===== src/rtl/instr_mem_loader.sv =====
// instr_mem_loader: packs a valid/ready byte stream into big-endian 32-bit
// instruction words and writes them to consecutive word addresses of the
// instruction memory. The CPU is held (cpu_hold) for the whole load.
module instr_mem_loader #(
    parameter int CNT_W = 16
) (
    input  logic             clk,
    input  logic             rst_n,
    input  logic             start,
    input  logic [31:0]      base_addr,
    input  logic [CNT_W-1:0] word_cnt,
    input  logic             in_valid,
    input  logic [7:0]       in_data,
    output logic             in_ready,
    output logic             mem_we,
    output logic [31:0]      mem_addr,
    output logic [31:0]      mem_wdata,
    output logic             busy,
    output logic             done,
    output logic             cpu_hold
);

    typedef enum logic [1:0] {
        ST_IDLE    = 2'd0,
        ST_COLLECT = 2'd1,
        ST_WRITE   = 2'd2,
        ST_DONE    = 2'd3
    } state_t;

    localparam logic [CNT_W-1:0] CNT_ZERO = {CNT_W{1'b0}};
    localparam logic [CNT_W-1:0] CNT_ONE  = {{(CNT_W-1){1'b0}}, 1'b1};

    state_t           state_q,     state_d;
    logic [31:0]      word_q,      word_d;
    logic [1:0]       byte_idx_q,  byte_idx_d;
    logic [31:0]      cur_addr_q,  cur_addr_d;
    logic [CNT_W-1:0] remaining_q, remaining_d;

    // Next-state logic: byte packing, address stepping and word counting.
    always_comb begin
        state_d     = state_q;
        word_d      = word_q;
        byte_idx_d  = byte_idx_q;
        cur_addr_d  = cur_addr_q;
        remaining_d = remaining_q;
        case (state_q)
            ST_IDLE: begin
                if (start) begin
                    if (word_cnt == CNT_ZERO) begin
                        state_d = ST_DONE;
                    end else begin
                        // Low two address bits are dropped so every write is word aligned.
                        cur_addr_d  = base_addr & 32'hFFFF_FFFC;
                        remaining_d = word_cnt;
                        byte_idx_d  = 2'd0;
                        state_d     = ST_COLLECT;
                    end
                end else begin
                    state_d = ST_IDLE;
                end
            end
            ST_COLLECT: begin
                // in_ready is high throughout COLLECT, so in_valid alone is the handshake.
                if (in_valid) begin
                    word_d     = {word_q[23:0], in_data};
                    byte_idx_d = byte_idx_q + 2'd1;
                    if (byte_idx_q == 2'd3) begin
                        state_d = ST_WRITE;
                    end else begin
                        state_d = ST_COLLECT;
                    end
                end else begin
                    state_d = ST_COLLECT;
                end
            end
            ST_WRITE: begin
                cur_addr_d = cur_addr_q + 32'd4;
                byte_idx_d = 2'd0;
                // remaining is at least 1 here; the guard keeps it from ever wrapping.
                if (remaining_q != CNT_ZERO) begin
                    remaining_d = remaining_q - CNT_ONE;
                end else begin
                    remaining_d = CNT_ZERO;
                end
                if (remaining_q <= CNT_ONE) begin
                    state_d = ST_DONE;
                end else begin
                    state_d = ST_COLLECT;
                end
            end
            ST_DONE: begin
                state_d = ST_IDLE;
            end
            default: begin
                state_d = ST_IDLE;
            end
        endcase
    end

    // State and datapath registers with synchronous active-low reset.
    always_ff @(posedge clk) begin
        if (!rst_n) begin
            state_q     <= ST_IDLE;
            word_q      <= 32'd0;
            byte_idx_q  <= 2'd0;
            cur_addr_q  <= 32'd0;
            remaining_q <= CNT_ZERO;
        end else begin
            state_q     <= state_d;
            word_q      <= word_d;
            byte_idx_q  <= byte_idx_d;
            cur_addr_q  <= cur_addr_d;
            remaining_q <= remaining_d;
        end
    end

    // Outputs are pure decodes of registered state, so they are glitch free.
    assign in_ready  = (state_q == ST_COLLECT);
    assign mem_we    = (state_q == ST_WRITE);
    assign busy      = (state_q == ST_COLLECT) || (state_q == ST_WRITE);
    assign done      = (state_q == ST_DONE);
    assign cpu_hold  = busy;
    assign mem_addr  = cur_addr_q;
    assign mem_wdata = word_q;

endmodule


===== config.mk =====
export PLATFORM = sky130hd
export DESIGN_NAME = instr_mem_loader
export DESIGN_NICKNAME = d
export VERILOG_FILES = /design/src/rtl/instr_mem_loader.sv
export SDC_FILE = /design/constraint.sdc
export NUM_CORES = 1
export LEC_CHECK = 0
export ABC_AREA = 1
export BUFFER_PORTS_ARGS = -buffer_cell sky130_fd_sc_hd__clkbuf_2
export CAP_MARGIN = 20
export CELL_PAD_IN_SITES_DETAIL_PLACEMENT = 1
export CELL_PAD_IN_SITES_GLOBAL_PLACEMENT = 2
export CORE_MARGIN = 4
export CORE_UTILIZATION = 30
export CTS_BUF_LIST = sky130_fd_sc_hd__clkbuf_8
export CTS_CLUSTER_SIZE = 24
export DETAILED_ROUTE_END_ITERATION = 10
export GPL_TIMING_DRIVEN = 0
export PLACE_DENSITY_LB_ADDON = 0.12
export SETUP_SLACK_MARGIN = 0.2
export SYNTH_ARGS = -nofsm -noshare
export SYNTH_HDL_FRONTEND = slang
export SYNTH_SLANG_ARGS = --single-unit

===== constraint.sdc =====
create_clock -name clk -period 5.1 [get_ports clk]
set_clock_uncertainty 0.2 [all_clocks]
set_input_delay 1.275 -clock clk [delete_from_list [all_inputs] [get_ports clk]]
set_output_delay 1.275 -clock clk [all_outputs]
set_load 0.05 [all_outputs]

==> run_results.csv <==
group,metric,value,unit
worst_setup_path,cp_top_family,"buffers and inverters",
floorplanning,dieWidth,136,µm
routing,drt_iter0_markers,193,
worst_setup_path,slowest_stage,"dfxtp_1",
layout,drive_gt1_share,22.1,%
worst_setup_path,setup.worst_path.end_class,"output port",
layout,seqCellArea,1640,µm²
sta,fin_tns_setup,0,ps
cts,htree_num_levels,3,
routing,ant_nets,0,
worst_setup_path,worst_ep_arrival_time,1550,ps
layout,fin_cells,1138,
logic_synthesis,synthesis.area,4880,µm²
sta,max_freq,331,MHz
layout,nFillCells,2196,
floorplanning,core_area,15900,µm²
logic_synthesis,yosysSeqAreaShare,33.6,%
cts,ctsLongestPathBuffers,2,
cts,cts-root-buf,"clkbuf_8",
placement,dp_hpwl,14700,µm
floorplanning,die_h,136,µm
placement,placed_area,5770,µm²
routing,wire_per_inst,16.4,µm
logic_synthesis,yosys.area.top_type,"dfxtp_1",
routing,drt-total-wl,18700,µm
status,status,"completed",
logic_synthesis,syn_area_per_cell,6.24,µm²
grt,grt_pass1_vias,5552,
grt,grt_overflow,0,
pwr,p_leak,2.60,nW
logic_synthesis,synthTopCellsByCount,"196 x nand2_1, 176 x nor2_1, 82 x dfxtp_1",
cts,post_cts_buffers,0,
cts,clk_pin_slew_worst_paths,100,ps
sta,hold_violations,0,
worst_setup_path,cp-start-kind,"register",
placement,pre_cts_ws,2170,ps
sta,fin_hold_ws,287,ps
sta,final-setup-viol-count,0,
placement,io_buffers,123,
sta,fin_crit_sh,59.3,%
logic_synthesis,synth_warnings,0,
placement,dp.cells,1122,
grt,grt_first_pass_wirelength,29400,µm
sta,min_period,3020,ps
logic_synthesis,synth_flop_cell,"dfxtp_1",
logic_synthesis,synthTopCellsByArea,"dfxtp_1 34%, nand2_1 15%, nor2_1 14%, o21ai_0 7.5%, a21oi_1 5.0%",
logic_synthesis,ys_types,37,
logic_synthesis,async_reset_ff_share,0,%
layout,multi_input_area,2860,µm²
cts,cts.repair.resized,0,
logic_synthesis,synth_edf_count,0,
floorplanning,pin_count,129,
sta,tightest_slew,737,ps
sta,timing.final.ws_setup,2080,ps
cts,cts_num_sinks,82,
placement,place.gp.congestion,0.843,
floorplanning,start_util,30.7,%
worst_setup_path,crit_path_cell_trace,"inv_1 > ha_1 > buf_4 > clkbuf_2",
worst_setup_path,crit_path_max_incr_delay,380,ps
logic_synthesis,ys_ff_latch,82,
logic_synthesis,synthCells,782,
routing,via_count,5430,
worst_setup_path,cp.buffers_inverters,3,
worst_hold_path,hp-class,"reg2reg",
layout,syn_to_final_growth,22.5,%
worst_setup_path,worstSetupPathType,"reg2out",
pwr,power_density,294,nW/µm²
cts,numCtsBuffers,9,
cts,cts_hold_buf,0,
floorplanning,rows,46,
cts,cts_tree,"built",
worst_setup_path,r2r_slack,2760,ps
grt,track_usage,20.5,%
routing,drt_pass1_iterations,4,
pwr,finalPower,1.76,mW
routing,drc_errors,0,
routing,viasPerCell,4.77,
grt,antenna_found_initial,0,
layout,diodes,0,
sta,slew_viol_final,0,
logic_synthesis,synth_top_cell_area_share,33.6,%
layout,design_area,5980,µm²
worst_setup_path,crit_fanout,3,
sta,max_slew_margin,50.9,%
layout,final_core_util,37.6,%
grt,grt_start_max_net_pins,17,
pwr,peakVddDrop,0.000173,V
cts,clock_latency,380,ps
floorplanning,dieArea,18400,µm²
layout,nNetsFinal,986,
sta,rsz0062_at_grt,"false",
flow_run,drv_cap,0,
worst_setup_path,cp.required,3620,ps
logic_synthesis,yosysMostFrequentCell,"nand2_1",
[worst register-to-register path, cell delays in order, from the launching register on]
cell and delay (ps):
dfxtp_1 380, inv_1 70, ha_1 290, inv_1 190, buf_2 270, clkbuf_1 480
a21oi_1 220, a21oi_1 180
[area by class of cell]
cell class	count	share of cell area (%)
multi-input cells	614	47.9
clock buffers	9	2.07
clock inverters	7	1.40
inverters	52	3.31
well taps	216	4.52
repair buffers	123	10.3
flip-flops and latches	82	27.5
plain buffers	35	3.08
[power breakdown]
part | total (mW) | leakage [nW] | switching [mW] | internal (mW)
logic | 0.477 | 1.82 | 0.341 | 0.135
clock network | 0.524 | 0.108 | 0.288 | 0.236
registers | 0.758 | 0.676 | 0.0659 | 0.692
[placed cells by master (no fill, tap or decap), drive strengths merged]
cell    Yosys  routed
o22ai       3       3
conb        1       2
inv        51      54
xor2        5       5
ha          9       9
bufinv      0       1
nor2      195     195
nor3        3       3
a31oi       1       1
clkinv      1       4
nand4       3       3
xnor2       2       2
nand3      43      43
clkbuf     14     146
dfxtp      82      82
nand2     207     207
nand3b      7       7
o21ai      78      78
o21bai      2       2
or2         4       4
buf        21      21
a21oi      50      50
[layer usage]
metal	wire length [µm]	vias up	track usage [%]	part of all wire [%]
met3	779	19	3.97	4.2
met5	0	-	0	0
met1	8210	2541	25.5	44
met4	257	0	4.65	1.4
met2	9420	108	36.6	50
li1	-	2762	-	-
[cell families after synthesis]
kind of cell | count (synthesis) | share of synthesized area, %
AO/OA/AOI/OAI | 134 | 14.2
XOR/XNOR | 7 | 1.26
adder cells (fa/ha/maj) | 9 | 2.31
buffers and inverters | 87 | 7.82
flip-flops | 82 | 33.6
other | 1 | 0.0768
AND/OR/NAND/NOR | 462 | 40.7
[final timing paths]
path	start	cells after the start	end
worst min register to register	byte_idx_q[1]	2	byte_idx_q[1]
worst max-delay path	state_q[0]	4	cpu_hold
worst min-delay path	byte_idx_q[1]	2	byte_idx_q[1]
worst max register to register	state_q[0]	7	remaining_q[0]
[state kept, by name, indices dropped and copies added (netlist names)]
signal / flops
byte_idx_q: 2
mem_addr: 30
mem_wdata: 32
remaining_q: 16
state_q: 2
No activity file was read; power rests on OpenSTA's default activity.
